File: src/rtl/muldiv_pkg.sv
// Shared types and helpers for the iterative multiply/divide unit.
// The divide datapath is built only when MULDIV_DIV_EN is defined.
package muldiv_pkg;

    typedef enum logic [2:0] {
        OP_MULT  = 3'd0,
        OP_MULTU = 3'd1,
        OP_DIV   = 3'd2,
        OP_DIVU  = 3'd3,
        OP_MTHI  = 3'd4,
        OP_MTLO  = 3'd5
    } muldiv_op_t;

    typedef enum logic [1:0] {
        IDLE = 2'd0,
        RUN  = 2'd1,
        FIN  = 2'd2
    } muldiv_state_t;

    // Wide enough for a 2*WIDTH product with WIDTH up to 64.
    localparam int ABS_W = 128;

    // Conditional two's-complement negate: gives |x| when neg marks x as negative,
    // and re-applies a sign to a magnitude on the way out.
    function automatic logic [ABS_W-1:0] abs_val(input logic [ABS_W-1:0] x, input logic neg);
        return neg ? -x : x;
    endfunction

endpackage

File: src/rtl/muldiv_step.sv
// One radix-2 iteration: shift-add multiply step, or restoring divide step
// when MULDIV_DIV_EN is defined.
module muldiv_step
    import muldiv_pkg::*;
#(
    parameter int WIDTH = 32,
    parameter int ACC_W = WIDTH + 1
) (
`ifdef MULDIV_DIV_EN
    input  logic             is_div,
`endif
    input  logic [ACC_W-1:0] acc,
    input  logic [WIDTH-1:0] sh,
    input  logic [WIDTH-1:0] opnd,
    output logic [ACC_W-1:0] acc_nxt,
    output logic [WIDTH-1:0] sh_nxt
);

    // Multiply: {acc, sh} is the product register, shifted right once per step.
    logic [WIDTH:0]   sum;
    logic [ACC_W-1:0] mul_acc;
    logic [WIDTH-1:0] mul_sh;

    assign sum     = {1'b0, acc[WIDTH-1:0]} + (sh[0] ? {1'b0, opnd} : {(WIDTH+1){1'b0}});
    assign mul_acc = ACC_W'(sum[WIDTH:1]);
    assign mul_sh  = {sum[0], sh[WIDTH-1:1]};

`ifdef MULDIV_DIV_EN
    // Divide: remainder stays below the divisor, so its top bit is always clear on entry.
    logic [WIDTH:0] shifted;
    logic [WIDTH:0] diff;
    logic           unused_acc_msb;

    assign unused_acc_msb = acc[WIDTH];
    assign shifted        = {acc[WIDTH-1:0], sh[WIDTH-1]};
    assign diff           = shifted - {1'b0, opnd};
    assign acc_nxt        = is_div ? (diff[WIDTH] ? shifted : diff) : mul_acc;
    assign sh_nxt         = is_div ? {sh[WIDTH-2:0], ~diff[WIDTH]} : mul_sh;
`else
    assign acc_nxt = mul_acc;
    assign sh_nxt  = mul_sh;
`endif

endmodule

File: src/rtl/muldiv_unit.sv
// Iterative MULT/MULTU/DIV/DIVU unit with architectural HI/LO and MTHI/MTLO writes.
// Define MULDIV_DIV_EN to build the divide datapath; otherwise divides flag div_by_zero.
module muldiv_unit
    import muldiv_pkg::*;
#(
    parameter int WIDTH = 32
) (
    input  logic             clk,
    input  logic             reset,
    input  logic             start,
    input  logic [2:0]       op,
    input  logic [WIDTH-1:0] a,
    input  logic [WIDTH-1:0] b,
    output logic             busy,
    output logic             done,
    output logic             div_by_zero,
    output logic [WIDTH-1:0] hi,
    output logic [WIDTH-1:0] lo
);

`ifdef MULDIV_DIV_EN
    localparam int ACC_W = WIDTH + 1;
`else
    localparam int ACC_W = WIDTH;
`endif
    localparam int CW = $clog2(WIDTH);
    localparam int PW = 2 * WIDTH;

    muldiv_state_t    state, state_nxt;
    muldiv_op_t       opc;
    logic             is_mul_req, is_div_req, sgn, acc_run, acc_fin;
    logic [WIDTH-1:0] a_mag, b_mag;
    logic [CW-1:0]    cnt;
    logic [ACC_W-1:0] acc, acc_nxt;
    logic [WIDTH-1:0] sh, sh_nxt, opnd;
    logic             neg_res, dz;
    logic [PW-1:0]    prod;
    logic [WIDTH-1:0] res_hi, res_lo;
`ifdef MULDIV_DIV_EN
    logic             is_div, neg_rem;
`endif

    assign opc        = muldiv_op_t'(op);
    assign is_mul_req = (opc == OP_MULT) || (opc == OP_MULTU);
    assign is_div_req = (opc == OP_DIV) || (opc == OP_DIVU);
    assign sgn        = (opc == OP_MULT) || (opc == OP_DIV);
    assign a_mag      = WIDTH'(abs_val(ABS_W'(a), sgn & a[WIDTH-1]));
    assign b_mag      = WIDTH'(abs_val(ABS_W'(b), sgn & b[WIDTH-1]));

`ifdef MULDIV_DIV_EN
    assign acc_fin = (state == IDLE) && start && is_div_req && (b == '0);
    assign acc_run = (state == IDLE) && start && (is_mul_req || (is_div_req && (b != '0)));
`else
    assign acc_fin = (state == IDLE) && start && is_div_req;
    assign acc_run = (state == IDLE) && start && is_mul_req;
`endif

    always_ff @(posedge clk) begin
        if (reset) state <= IDLE;
        else       state <= state_nxt;
    end

    always_comb begin
        state_nxt = state;
        case (state)
            IDLE:    if (acc_run) state_nxt = RUN;
                     else if (acc_fin) state_nxt = FIN;
            RUN:     if (cnt == CW'(WIDTH - 1)) state_nxt = FIN;
            FIN:     state_nxt = IDLE;
            default: state_nxt = IDLE;
        endcase
    end

    assign busy        = (state != IDLE);
    assign done        = (state == FIN);
    assign div_by_zero = (state == FIN) && dz;

    muldiv_step #(.WIDTH(WIDTH), .ACC_W(ACC_W)) u_step (
`ifdef MULDIV_DIV_EN
        .is_div  (is_div),
`endif
        .acc     (acc),
        .sh      (sh),
        .opnd    (opnd),
        .acc_nxt (acc_nxt),
        .sh_nxt  (sh_nxt)
    );

    // Result of the final step, with signs restored.
    always_comb begin
        prod   = PW'(abs_val(ABS_W'({acc_nxt[WIDTH-1:0], sh_nxt}), neg_res));
        res_hi = prod[PW-1:WIDTH];
        res_lo = prod[WIDTH-1:0];
`ifdef MULDIV_DIV_EN
        if (is_div) begin
            res_hi = WIDTH'(abs_val(ABS_W'(acc_nxt[WIDTH-1:0]), neg_rem));
            res_lo = WIDTH'(abs_val(ABS_W'(sh_nxt), neg_res));
        end
`endif
    end

    always_ff @(posedge clk) begin
        if (reset) begin
            hi      <= '0;
            lo      <= '0;
            cnt     <= '0;
            acc     <= '0;
            sh      <= '0;
            opnd    <= '0;
            neg_res <= 1'b0;
            dz      <= 1'b0;
`ifdef MULDIV_DIV_EN
            is_div  <= 1'b0;
            neg_rem <= 1'b0;
`endif
        end else begin
            case (state)
                IDLE: if (start) begin
                    if (opc == OP_MTHI) hi <= a;
                    if (opc == OP_MTLO) lo <= a;
                    dz <= acc_fin;
                    if (acc_run) begin
                        cnt     <= '0;
                        acc     <= '0;
                        neg_res <= sgn & (a[WIDTH-1] ^ b[WIDTH-1]);
                        sh      <= is_div_req ? a_mag : b_mag;
                        opnd    <= is_div_req ? b_mag : a_mag;
`ifdef MULDIV_DIV_EN
                        is_div  <= is_div_req;
                        neg_rem <= sgn & a[WIDTH-1];
`endif
                    end
                end
                RUN: begin
                    acc <= acc_nxt;
                    sh  <= sh_nxt;
                    cnt <= cnt + CW'(1);
                    if (cnt == CW'(WIDTH - 1)) begin
                        hi <= res_hi;
                        lo <= res_lo;
                    end
                end
                default: ;
            endcase
        end
    end

endmodule

File: config.mk
export PLATFORM = sky130hd
export DESIGN_NAME = muldiv_unit
export DESIGN_NICKNAME = d
export VERILOG_FILES = /design/src/rtl/muldiv_pkg.sv /design/src/rtl/muldiv_step.sv /design/src/rtl/muldiv_unit.sv
export SDC_FILE = /design/constraint.sdc
export NUM_CORES = 1
export LEC_CHECK = 0
export BUFFER_PORTS_ARGS = -buffer_cell sky130_fd_sc_hd__clkbuf_2
export CELL_PAD_IN_SITES_DETAIL_PLACEMENT = 1
export CELL_PAD_IN_SITES_GLOBAL_PLACEMENT = 1
export CORE_MARGIN = 2
export CORE_UTILIZATION = 25
export DETAILED_ROUTE_END_ITERATION = 10
export HOLD_SLACK_MARGIN = 0.12
export PLACE_DENSITY_LB_ADDON = 0.1
export SYNTH_ARGS = -nofsm -noshare
export SYNTH_HDL_FRONTEND = slang
export SYNTH_SLANG_ARGS = --single-unit
File: constraint.sdc
create_clock -name clk -period 5.9 [get_ports clk]
set_input_delay 1.18 -clock clk [delete_from_list [all_inputs] [get_ports clk]]
set_output_delay 1.18 -clock clk [all_outputs]
set_load 0.02 [all_outputs]
==> results of run 1 <==
-- worst paths after layout --
check	to	from	depth (start not counted)	slack, ns
worst max-delay path	hi[29]	sh[0]	12	0.84
worst min-delay path	opnd[31]	opnd[31]	2	0.46
worst max register to register	hi[29]	sh[0]	12	0.84
worst min register to register	opnd[31]	opnd[31]	2	0.46
-- worst max-delay path: stages (launching register included) --
cell and delay, ns:
dfxtp_1 0.81, and2_1 0.23, ha_1 0.34, a21oi_1 0.33
o21ai_0 0.25, a211oi_1 0.75, o21ai_1 0.19, xnor2_1 0.29
o211ai_1 0.26, or4_1 0.72, o41ai_1 0.43, xor2_1 0.20
o22ai_1 0.09
-- through the flow --
stage / cell area [um2] / total power [mW] / hold slack (ns)
floorplan: 11500 / 1.48 / 0.432
global placement: 12700 / 1.66 / 0.449
detailed placement: 12700 / 1.67 / 0.452
CTS: 13200 / 2.83 / 0.462
global route: 13200 / 2.90 / 0.487
finish: 13200 / 2.78 / 0.457
-- flip-flops by register name (all words and copies together) (netlist names) --
name	cells
lo	32
hi	32
dz	1
acc	32
sh	32
neg_res	1
cnt	5
opnd	32
state	2
-- cells by family after synthesis --
group,share of synthesized area (%)
compound gates,27.3
buf+inv,4.41
flops,29.5
mux,0.874
fa+ha+maj,4.22
simple gates,23.3
xor+xnor,10.3
-- per-layer routing --
metal	wire, um	vias up
met3	809	36
met1	22800	5613
met2	20600	128
met5	0	-
met4	747	0
li1	-	5671
-- area by class of cell --
class | instances | share of cell area, %
Clock buffer | 23 | 3.61
Clock inverter | 9 | 0.672
Inverter | 23 | 0.653
Multi-Input combinational cell | 1227 | 57.3
Sequential cell | 169 | 25.6
Tap cell | 600 | 5.67
Timing Repair Buffer | 159 | 6.47
-- power by group through the flow --
stage	logic [mW]	clock network, mW	registers (mW)
2_1_floorplan	0.254	0	1.23
3_3_place_gp	0.431	0	1.23
3_5_place_dp	0.437	0	1.23
4_1_cts	0.438	1.19	1.21
5_1_grt	0.476	1.22	1.21
6_report	0.431	1.14	1.21
-- layout by cell type, fill, tap and decap left out, types with 19 or more instances in the layout --
master | synthesis | routed
a211oi_1 | 73 | 73
a21oi_1 | 174 | 174
a22oi_1 | 29 | 29
and2_1 | 43 | 43
buf_4 | 0 | 24
clkbuf_2 | 0 | 135
dfxtp_1 | 169 | 168
ha_1 | 37 | 37
inv_1 | 23 | 23
nand2_1 | 146 | 146
nand3_1 | 50 | 50
nor2_1 | 184 | 183
nor3_1 | 22 | 21
nor4_1 | 19 | 19
o21ai_0 | 59 | 59
o31ai_1 | 29 | 29
xnor2_1 | 54 | 54
xor2_1 | 81 | 81
==> results by stage, run 1 <==
Place:
- Routability-driven placement finished with a final weighted congestion of approximately 0.83.
- The number of buffers added on ports is between 100 and 150.
- The number of placed instances, taps included, is 2178.
- The setup slack at placement is slightly above 0.9 ns.
- After legalization and detailed placement, the total HPWL measured between 30000 and 40000 um.

Logic synthesis:
- The share of the yosys chip area belonging to registers is about 30%.
- In this run, synthesis inferred 0 flip-flops with an integrated enable.
- The area share of the leading cell type in the synthesized netlist is 29.5%.
- The proportion of register bits with asynchronous set or reset after synthesis is 0%.
- The cell with the most instances after synthesis is nor2_1.
- After synthesis, the most frequently instantiated cells are nor2_1 (184), a21oi_1 (174), dfxtp_1 (169).
- The Yosys warning count is 0.
- The register bit count reported by yosys is ~170.
- The post-synthesis net count is between 1500 and 2000.
- After synthesis, the netlist uses 73 different library cells.
- The leading area contributor after synthesis is dfxtp_1.
- The dominant register cell in the synthesized netlist is dfxtp_1.
- The average size of a mapped cell is roughly 7.5 um2.
- In the synthesized netlist, the number of instances is 1528.
- The post-synthesis cell area is roughly 0.011 mm2.
- Yosys attributes the largest share of cell area to dfxtp_1 (30%), a21oi_1 (7.6%), xor2_1 (6.2%).

Timing:
- Setup violations remaining at the end of the flow were counted as 0.
- The tightest slew margin relative to the limit is about a third.
- The worst path in the final design needs a cycle of around 5.1 ns, including I/O delays and setup.
- The largest clock skew in the final design is 0.0201 ns.
- The final-report max-slew violation count is 0.
- Setup repair after global routing left no endpoint under its margin.
- Derived from the worst setup path, the maximum achievable clock frequency is approximately 0.20 GHz.
- The setup slack of the critical path after layout is roughly 0.84 ns.
- The setup TNS is 0 ns.
- The count of endpoints failing hold in the final timing report was 0.
- The final critical-path share of the clock period is approximately 86%.
- For the pin with the worst max-slew slack, the measured transition is approximately 1 ns.

Power:
- The clock network burns between 40% and 50% of the power.
- Of the total power, registers draw a little over two fifths.
- The leakage power is 5.01 nW.
- The total net switching power is ~850 uW.
- Net switching is between 30% and 40% of the power.
- The peak ir drop on the vdd network is roughly 0.20 mV.
- The power density over the cells is about 210 mW/mm2.
- The portion of total power attributed to combinational logic is 15.5%.
- The internal portion of the total power is slightly below 2 mW.

Global route:
- The total overflow reported by the global router is 0.
- The met1 track demand over resource is 26.6%.
- The layer flagged by global routing as most heavily used is met2.
- The first global-routing pass estimated between 60000 and 70000 um of wire.
- The met2 layer usage reported by global route is 30.8%.
- The via count of the first global-routing pass is ~12000.
- The number of antenna violations at the first check in global routing is 0.
- Entering global routing, the biggest net connects 85 pins.
- Global routing used 19.0% of the available tracks.
- The fraction of met3 tracks used by global routing is 1.87%.

Clock tree:
- The clock transition time at the flip-flop clock pins of the worst setup and hold paths is approximately 0.07 ns.
- The number of hold buffers added after cts is 0.
- The post-CTS setup-driven buffer insertion count is 0.
- The largest buffer count on any clock path is 2.
- The clock latency on the worst-skew pair is ~0.47 ns.
- TritonCTS built the clock tree.
- In this run, CTS created clock tree buffers numbering 17.
- Gates resized during post-CTS repair numbered 0.
- For this design, the sink count on the clock tree is 169.
- The cell sitting at the root of the clock tree is a clkbuf_16.
- The clock tree synthesis step divided the H-tree into 4 levels.

Route:
- Summed over all layers, the routed wires come to ~45000 um.
- For this run, design rule violations remaining after detail routing come to 0.
- The number of vias after detailed routing is 11400.
- The first routing iteration left between 500 and 600 violations.
- The number of nets still failing antenna checks after routing is 0.
- After detailed routing, the number of vias per cell comes to about 5.2.
- The average wire per cell in the routed design is between 20 and 25 um.
- The number of detailed-route iterations in the first pass is 4.

Cells and area:
- Leaving out filler cells and counting taps, the final layout contains around 2200.
- The sequential cells in the finished layout cover a total of around 0.0034 mm2.
- The multi-input combinational cells in the finished layout cover a total of between 0.007 and 0.008 mm2.
- The number of inserted diodes is 0.
- The number of filler cells placed in the layout is around 5600.
- The area added between synthesis and finish is 15.5%.
- The core occupancy in the finished layout is slightly below 30%.
- The fraction of final layout cells with drive strength greater than 1 is around an eighth.
- The number of nets in the finished design is approximately 1700.

Outcome:
- The flow ran to the end, and the final reports show no timing, DRC or antenna violations.

Floorplan:
- For this design the top-level I/O count stands at ~140.
- The floorplan has roughly 80 rows.
- The floorplan step set the die width to ~220 um.
- The die height is around 220 um.
- The initial core utilization is between 20 and 30%.
- The area of the placeable core is ~0.045 mm2.
- The die outline area is 0.0475 mm2.

Worst setup path:
- The element type at the critical path end is a register.
- The worst setup path is launched from a register.
- The startpoint-to-endpoint class of the critical path is register to register.
- The worst path arrival time is ~5.4 ns.
- For the worst setup path, the data required time is 6.21 ns.
- The peak fanout along the critical path is 20.

Run:
- Max-cap violations in this run came to 0.

Worst hold path:
- The min-delay analysis places its worst path in the category register to register.
(Power assumes the default switching activity.)
==> run 2: changes to the inputs <==
--- a/config.mk
+++ b/config.mk
@@ -12,7 +12,7 @@
 export CORE_UTILIZATION = 25
 export DETAILED_ROUTE_END_ITERATION = 10
 export HOLD_SLACK_MARGIN = 0.12
-export PLACE_DENSITY_LB_ADDON = 0.1
+export PLACE_DENSITY = 0.55
 export SYNTH_ARGS = -nofsm -noshare
 export SYNTH_HDL_FRONTEND = slang
 export SYNTH_SLANG_ARGS = --single-unit
==> run 2 against run 1 <==
Net effect:
- cell area rose by 0.25%
- worst setup slack better by 0.12 ns
- final cell count decreased by 0.23%
- count of clock-buffer cells in the layout fell by 2
- non-clock buffer count down 4
- register-to-register slack improved by 0.12 ns
- global-route usage shrank 0.59 points
- critical path depth is 1 higher
- worst hold slack worse by 0.0060 ns
- critical path type unchanged
- critical endpoint unchanged
- largest cell class unchanged
==> results by stage, run 2 (same netlist as run 1, synthesis figures left out) <==
Cells and area:
- The filler cells instantiated in the layout total between 5000 and 6000.
- Leaving out fill and tap cells, the most frequent cell in the layout is nor2_1.
- Leaving out filler cells and counting taps, the final layout contains 2205.
- The number of nets in the finished design is 1701.
- In the final layout, the share of cells above drive strength 1 is between 10% and 20%.
- The area used by multi-input combinational logic is around 0.0076 mm2.
- The library cells used most frequently in the layout, excluding fill and tap cells, are nor2_1 (183), a21oi_1 (174), dfxtp_1 (168), nand2_1 (146), clkbuf_2 (135).
- The repair_antennas step left the layout with diodes totalling 0.
- Cells fill around 29% of the core in the end.
- Relative to the synthesized area, the layout overhead comes to 15.8%.
- The final instance area is between 0.01 and 0.015 mm2.
- The flip-flop and latch area is 0.00338 mm2.

Floorplan:
- The area of the placeable core is roughly 0.045 mm2.
- roughly 140 I/O pins were placed.
- The initial core utilization is between 20% and 30%.
- The die height is between 200 and 250 um.
- The die outline width is 218 um.
- The floorplan step defined a die boundary enclosing ~0.048 mm2.
- The initialized floorplan defines approximately 80 standard-cell rows.

Timing:
- The clock arrives with between 0.01 and 0.015 ns of skew.
- For this run, the top clock speed supported by timing is between 0.2 and 0.25 GHz.
- The count of endpoints failing hold in the final timing report came to 0.
- The tightest slew margin relative to the limit is between 30 and 40%.
- The final critical-path share of the clock period is between 80% and 90%.
- The setup TNS is 0 ns.
- Setup violations remaining at the end of the flow were counted as 0.
- The final critical path time including I/O delays and setup is ~4.9 ns.
- Setup repair after global routing left no endpoint under its margin.
- The final-report max-slew violation count was 0.
- The transition time at the pin with the least slew margin is 1.04 ns.

Clock tree:
- The clock tree from TritonCTS is built.
- The count of instances resized after the clock tree is built is 0.
- Clock-pin slew was measured on the worst setup and hold paths at around 0.070 ns.
- The number of buffers created by CTS is 17.
- The number of hold buffers added after cts is 0.
- After clock tree synthesis, the setup repair step added 0 buffers.
- No sink is reached through more buffers than the 2 on the longest clock path.
- The clock latency on the worst-skew pair is between 0.4 and 0.5 ns.
- The maximum level of the CTS H-tree is 4.
- The cell sitting at the root of the clock tree is a clkbuf_16.
- For this design, the sink count on the clock tree is roughly 170.

Power:
- The analysis attributes to net switching a power of 832 uW.
- Of the total power, combinational logic draws 14.9%.
- The switching portion of total power is ~29%.
- The power density over the cells is 216 mW/mm2.
- The internal cell power is slightly above 2 mW.
- In this run, flip-flops and latches consume between 40 and 50% of the power.
- Of the total power, the clock network draws 43.0%.
- The peak ir drop on the vdd network is around 0.18 mV.
- For this design the static power due to leakage is between 5 and 6 nW.

Worst setup path:
- The worst endpoint required time is roughly 6.2 ns.
- On the worst path, the slowest cell contributes a delay of a little under 0.8 ns.
- The startpoint-to-endpoint class of the critical path is register to register.
- The worst path arrival time is between 5 and 6 ns.
- The critical path goes through and2_1 -> ha_1 -> a21oi_1 -> o21ai_0 -> a211oi_1 -> buf_4 -> o21ai_1 -> xnor2_1 -> o211ai_1 -> or4_1 -> o41ai_1 -> xor2_1 -> o22ai_1.
- The worst-path cell with the longest stage delay is dfxtp_1.
- Across all register-to-register paths, the minimum setup slack is roughly 0.96 ns.
- The element type at the critical path start is a register.
- The worst setup path is captured at a register.
- The peak fanout along the critical path is 21.

Global route:
- Entering global routing, the biggest net connects about 150 pins.
- The first global-routing pass estimated around 68000 um of wire.
- The via count of the first global-routing pass is 11600.
- Global routing consumed, over all layers together, between 15 and 20% of the routing resources.
- The total overflow reported by the global router is 0.
- The number of antenna violations at the first check in global routing came to 1.

Place:
- The HPWL reported at the end of detailed placement is about 33000 um.
- The post-detailed-placement cell area is 0.0126 mm2.
- At the end of routability-driven placement, the weighted congestion stood at between 0.8 and 0.9.
- The number of placed instances with taps included is 2174.
- The number of buffers added on ports is 136.

Route:
- The routed length on met3 is ~1300 um.
- The number of violations reported at the end of detailed-routing iteration 0 is 541.
- The final layout contains routed wiring with a total length of 44100 um.
- Dividing the detail-routed wire length by the instance count gives around 20 um.
- In the detailed route, the total length drawn on met2 is 21200 um.
- After detailed routing, the wire length on met1 is about 21000 um.
- Signal routing reaches up to met5.
- The first TritonRoute pass finished after 4 iterations.
- Once detail routing completed, the nets flagged for antenna violations numbered 0.
- For this run, design rule violations remaining after detail routing come to 0.
- The detailed-route vias per instance is ~5.3.
- The number of vias after detailed routing is between 10000 and 15000.

Worst hold path:
- The worst hold-check path type is register to register.

Run:
- The total of max-cap violations is 0.

Outcome:
- The flow ran to the end, and the final reports show no timing, DRC or antenna violations.
[run 2: cell count changes in the layout (fill, tap and decap cells not counted), sizes merged]
| cell | before | now |
|---|---|---|
| clkinvlp | 3 | 2 |
| clkinv | 3 | 2 |
| bufinv | 1 | 4 |
| buf | 24 | 20 |
| clkbuf | 158 | 156 |
[run 2: metal layers]
metal	track usage (%)	vias to the layer above
met5	0	-
met4	5.33	2
met3	2.34	41
met2	31.3	180
met1	24.2	5718
li1	-	5665
[run 2: final timing paths]
path / startpoint / end / cells past startpoint
max: sh[0] / hi[29] / 13
min: opnd[0] / opnd[0] / 2
max reg2reg: sh[0] / hi[29] / 13
min reg2reg: opnd[0] / opnd[0] / 2
[run 2: critical path, delay by kind of cell (launching register included)]
family / cells / cell delay [ns]
AO/OA/AOI/OAI: 7 / 1.89
AND/OR/NAND/NOR: 2 / 0.94
flip-flops: 1 / 0.78
XOR/XNOR: 2 / 0.66
adder cells (fa/ha/maj): 1 / 0.34
buffers and inverters: 1 / 0.17
[run 2: power groups by stage]
stage / clock (mW) / sequential [mW] / combinational, mW
floorplan: 0 / 1.23 / 0.254
global placement: 0 / 1.23 / 0.425
detailed placement: 0 / 1.23 / 0.431
CTS: 1.27 / 1.20 / 0.432
global route: 1.31 / 1.21 / 0.471
finish: 1.23 / 1.20 / 0.427
[run 2: through the flow]
stage | setup WS, ns | hold slack [ns] | power [mW]
floorplan | 1.87 | 0.432 | 1.48
global route | 0.564 | 0.491 | 2.99
global placement | 1.01 | 0.443 | 1.66
detailed placement | 0.991 | 0.444 | 1.66
finish | 0.956 | 0.451 | 2.86
CTS | 0.955 | 0.454 | 2.91
[run 2: area by class of cell]
class / instances / area share (%)
timing repair buffer: 155 / 6.32
inverter: 23 / 0.651
multi-input combinational: 1227 / 57.2
sequential: 169 / 25.5
clock buffer: 21 / 3.40
tap: 600 / 5.66
clock inverter: 10 / 1.25
==> run 3: changes to the inputs <==
==> constraint.sdc (replaced) <==
create_clock -name clk -period 4.9 [get_ports clk]
set_input_delay 0.98 -clock clk [delete_from_list [all_inputs] [get_ports clk]]
set_output_delay 0.98 -clock clk [all_outputs]
set_load 0.02 [all_outputs]
==> run 3 against run 2 <==
Net effect:
- critical path depth up 1
- fmax up 7.1%
- largest power group is now registers
- wire length down 0.84%
- non-clock buffer count up 17
- sequential share of layout area down 0.16 points
- first-iteration DRC count up 17%
- global-route usage down 0.084 points
- worst hold slack better by 0.0092 ns
- final cell count up 0.82%
- utilization up 0.19 points
- largest cell class unchanged
==> results by stage, run 3 (same netlist as run 1, synthesis figures left out) <==
Outcome:
- The run finished with clean final reports.

Worst setup path:
- The delay of the slowest cell on the worst path is a little under 0.6 ns.
- Among cell families on the critical path, the largest total delay comes from compound AO/OA/AOI/OAI gates.
- The peak fanout along the critical path is 15.
- The worst setup path is of the register to register kind.
- The worst path arrival time is ~5.0 ns.
- The critical path contains buffers and inverters numbering 2 combined.
- The worst endpoint required time is around 5.2 ns.
- For this design, the slowest cell found on the critical path is a211oi_1.
- STA classifies the critical path startpoint as a register.
- Walking the worst path, the cells encountered are buf_4 -> and2_1 -> ha_1 -> a211oi_1 -> o21ai_1 -> a211oi_1 -> buf_4 -> o221ai_1 -> a311oi_1 -> xnor2_1 -> or3b_2 -> nor4_1 -> mux2i_1 -> o211ai_1.
- The element type at the critical path end is a register.

Timing:
- The count of endpoints failing hold in the final timing report was 0.
- The final-report max-slew violation count is 0.
- The final critical path time including I/O delays and setup is approximately 4.6 ns.
- Measured against its own limit, the worst slew margin works out to between 30% and 40%.
- Across the routed clock network, the largest skew measured is between 0.015 and 0.02 ns.
- The maximum achievable frequency is between 0.2 and 0.25 GHz.
- Adding up every negative setup slack in the final design gives 0 ns.
- In the finished design, the share of the clock period the worst path needs comes to a little over nine tenths.
- Setup repair after global routing left no endpoint under its margin.
- The transition time at the pin with the least slew margin is between 0.9 and 1 ns.
- Hold timing on the final database bottoms out at a slack of around 0.46 ns.
- The final number of setup-violating endpoints is 0.

Global route:
- The wire length of the first global-routing pass is about 67000 um.
- The total track usage is a little under a fifth.
- The number of antenna violations at the first check in global routing is 0.
- The via count of the first global-routing pass is 11500.
- Entering global routing, the biggest net connects 70 pins.
- The total overflow reported by the global router is 0.

Route:
- The final routed DRC violation total is 0.
- The number of violations reported at the end of detailed-routing iteration 0 is roughly 640.
- Wires add up to roughly 44000 um.
- The detailed-route vias per instance is between 5 and 6.
- The detail route stage leaves a number of antenna-violating nets equal to 0.
- Dividing the detail-routed wire length by the instance count gives 19.7 um.
- The first detailed-routing pass took 5 iterations.
- The routed layout has 11600 vias.

Place:
- The number of buffers added on ports is 136.
- After legalization and detailed placement, the total HPWL measured 33500 um.
- At the end of routability-driven placement, the weighted congestion stood at ~0.86.

Worst hold path:
- The worst hold-check path type is register to register.

Power:
- For this design the ratio of total power to cell area is about 250 mW/mm2.
- The leakage power is around 5.1 nW.
- The worst-case IR drop observed on VDD is between 0.15 and 0.2 mV.

Cells and area:
- The number of nets in the finished design is 1718.
- Relative to the synthesized area, the layout overhead comes to 16.5%.
- The number of inserted diodes is 0.
- The most common library cell in the layout ignoring fill and taps is nor2_1.
- In the layout the commonest cells are nor2_1 (183), a21oi_1 (174), dfxtp_1 (168), nand2_1 (146), clkbuf_2 (135).
- The fraction of final layout cells with drive strength greater than 1 is about 14%.

Run:
- The total of max-cap violations is 0.

Floorplan:
- In this run the vertical extent of the chip is around 220 um.
- The boundary pin count is around 140.
- The floorplan step set the die width to 218 um.
- The die outline area is approximately 0.048 mm2.
- The initial core utilization is roughly 25%.
- The core region is around 0.045 mm2.
- The placement row count is 78.

Clock tree:
- Post-CTS timing repair inserted 0 buffers for setup.
- The number of buffers created by CTS is 17.
- The clock tree from TritonCTS is built.
- After clock tree synthesis, the clock-pin slew on the worst setup and hold paths is 0.07 ns.
- For this design, the sink count on the clock tree is approximately 170.
- The clock reaches the later pin of the worst-skew pair after about 0.47 ns.
- The tree is rooted in a clkbuf_16.
- The maximum level of the CTS H-tree is 4.
- After clock tree synthesis, the flow added hold-fix buffers numbering 0.
- The number of gates resized after CTS was 0.
- The longest clock path from root to sink contains 2 buffers.
## run 3: metal layers
layer,GRT usage (%),share of wire (%)
met4,5.76,2.1
met2,30.2,47
met1,24.9,49
met3,2.02,2.7
met5,0,0
## run 3: worst register-to-register path, cell delays in order (launching register included)
cell      delay [ns]
dfxtp_1         0.36
buf_4           0.21
and2_1          0.21
ha_1            0.25
a211oi_1        0.58
o21ai_1         0.26
a211oi_1        0.36
buf_4           0.21
o221ai_1        0.18
a311oi_1        0.43
xnor2_1         0.24
or3b_2          0.54
nor4_1          0.37
mux2i_1         0.23
o211ai_1        0.09
## run 3: area by class of cell
| type | instances | area, um2 |
|---|---|---|
| timing repair buffer | 172 | 966 |
| clock buffer | 20 | 457 |
| multi-input combinational | 1227 | 7580 |
| sequential | 169 | 3380 |
| inverter | 23 | 86.3 |
| tap | 600 | 751 |
| fill | 5573 | 31900 |
| clock inverter | 12 | 118 |
## run 3: through the flow
stage / setup WS (ns) / utilization [%] / std cells / total power, mW / area (um2)
after floorplan: 0.866 / - / 1528 / 1.78 / 11500
after global placement: 0.482 / 28.2 / 2191 / 2.00 / 12800
after detailed placement: 0.349 / 28.2 / 2191 / 2.00 / 12800
after CTS: 0.322 / 29.5 / 2223 / 3.39 / 13300
after global routing: 0.0221 / 29.5 / 2223 / 3.49 / 13300
final: 0.284 / 29.5 / 2223 / 3.34 / 13300
## run 3: path summary, 6_finish.rpt
kind              startpoint     end  slack (ns)  depth (start not counted)
setup / recovery       sh[0]  hi[31]        0.28                         14
setup reg to reg       sh[0]  hi[31]        0.28                         14
hold reg to reg           dz      dz        0.46                          2
hold / removal            dz      dz        0.46                          2
## run 3: report_power, final
part | switching (mW) | internal [mW] | total, mW
combinational | 0.349 | 0.170 | 0.519
sequential | 0.0354 | 1.41 | 1.45
clock | 0.647 | 0.732 | 1.38
total | 1.03 | 2.31 | 3.34
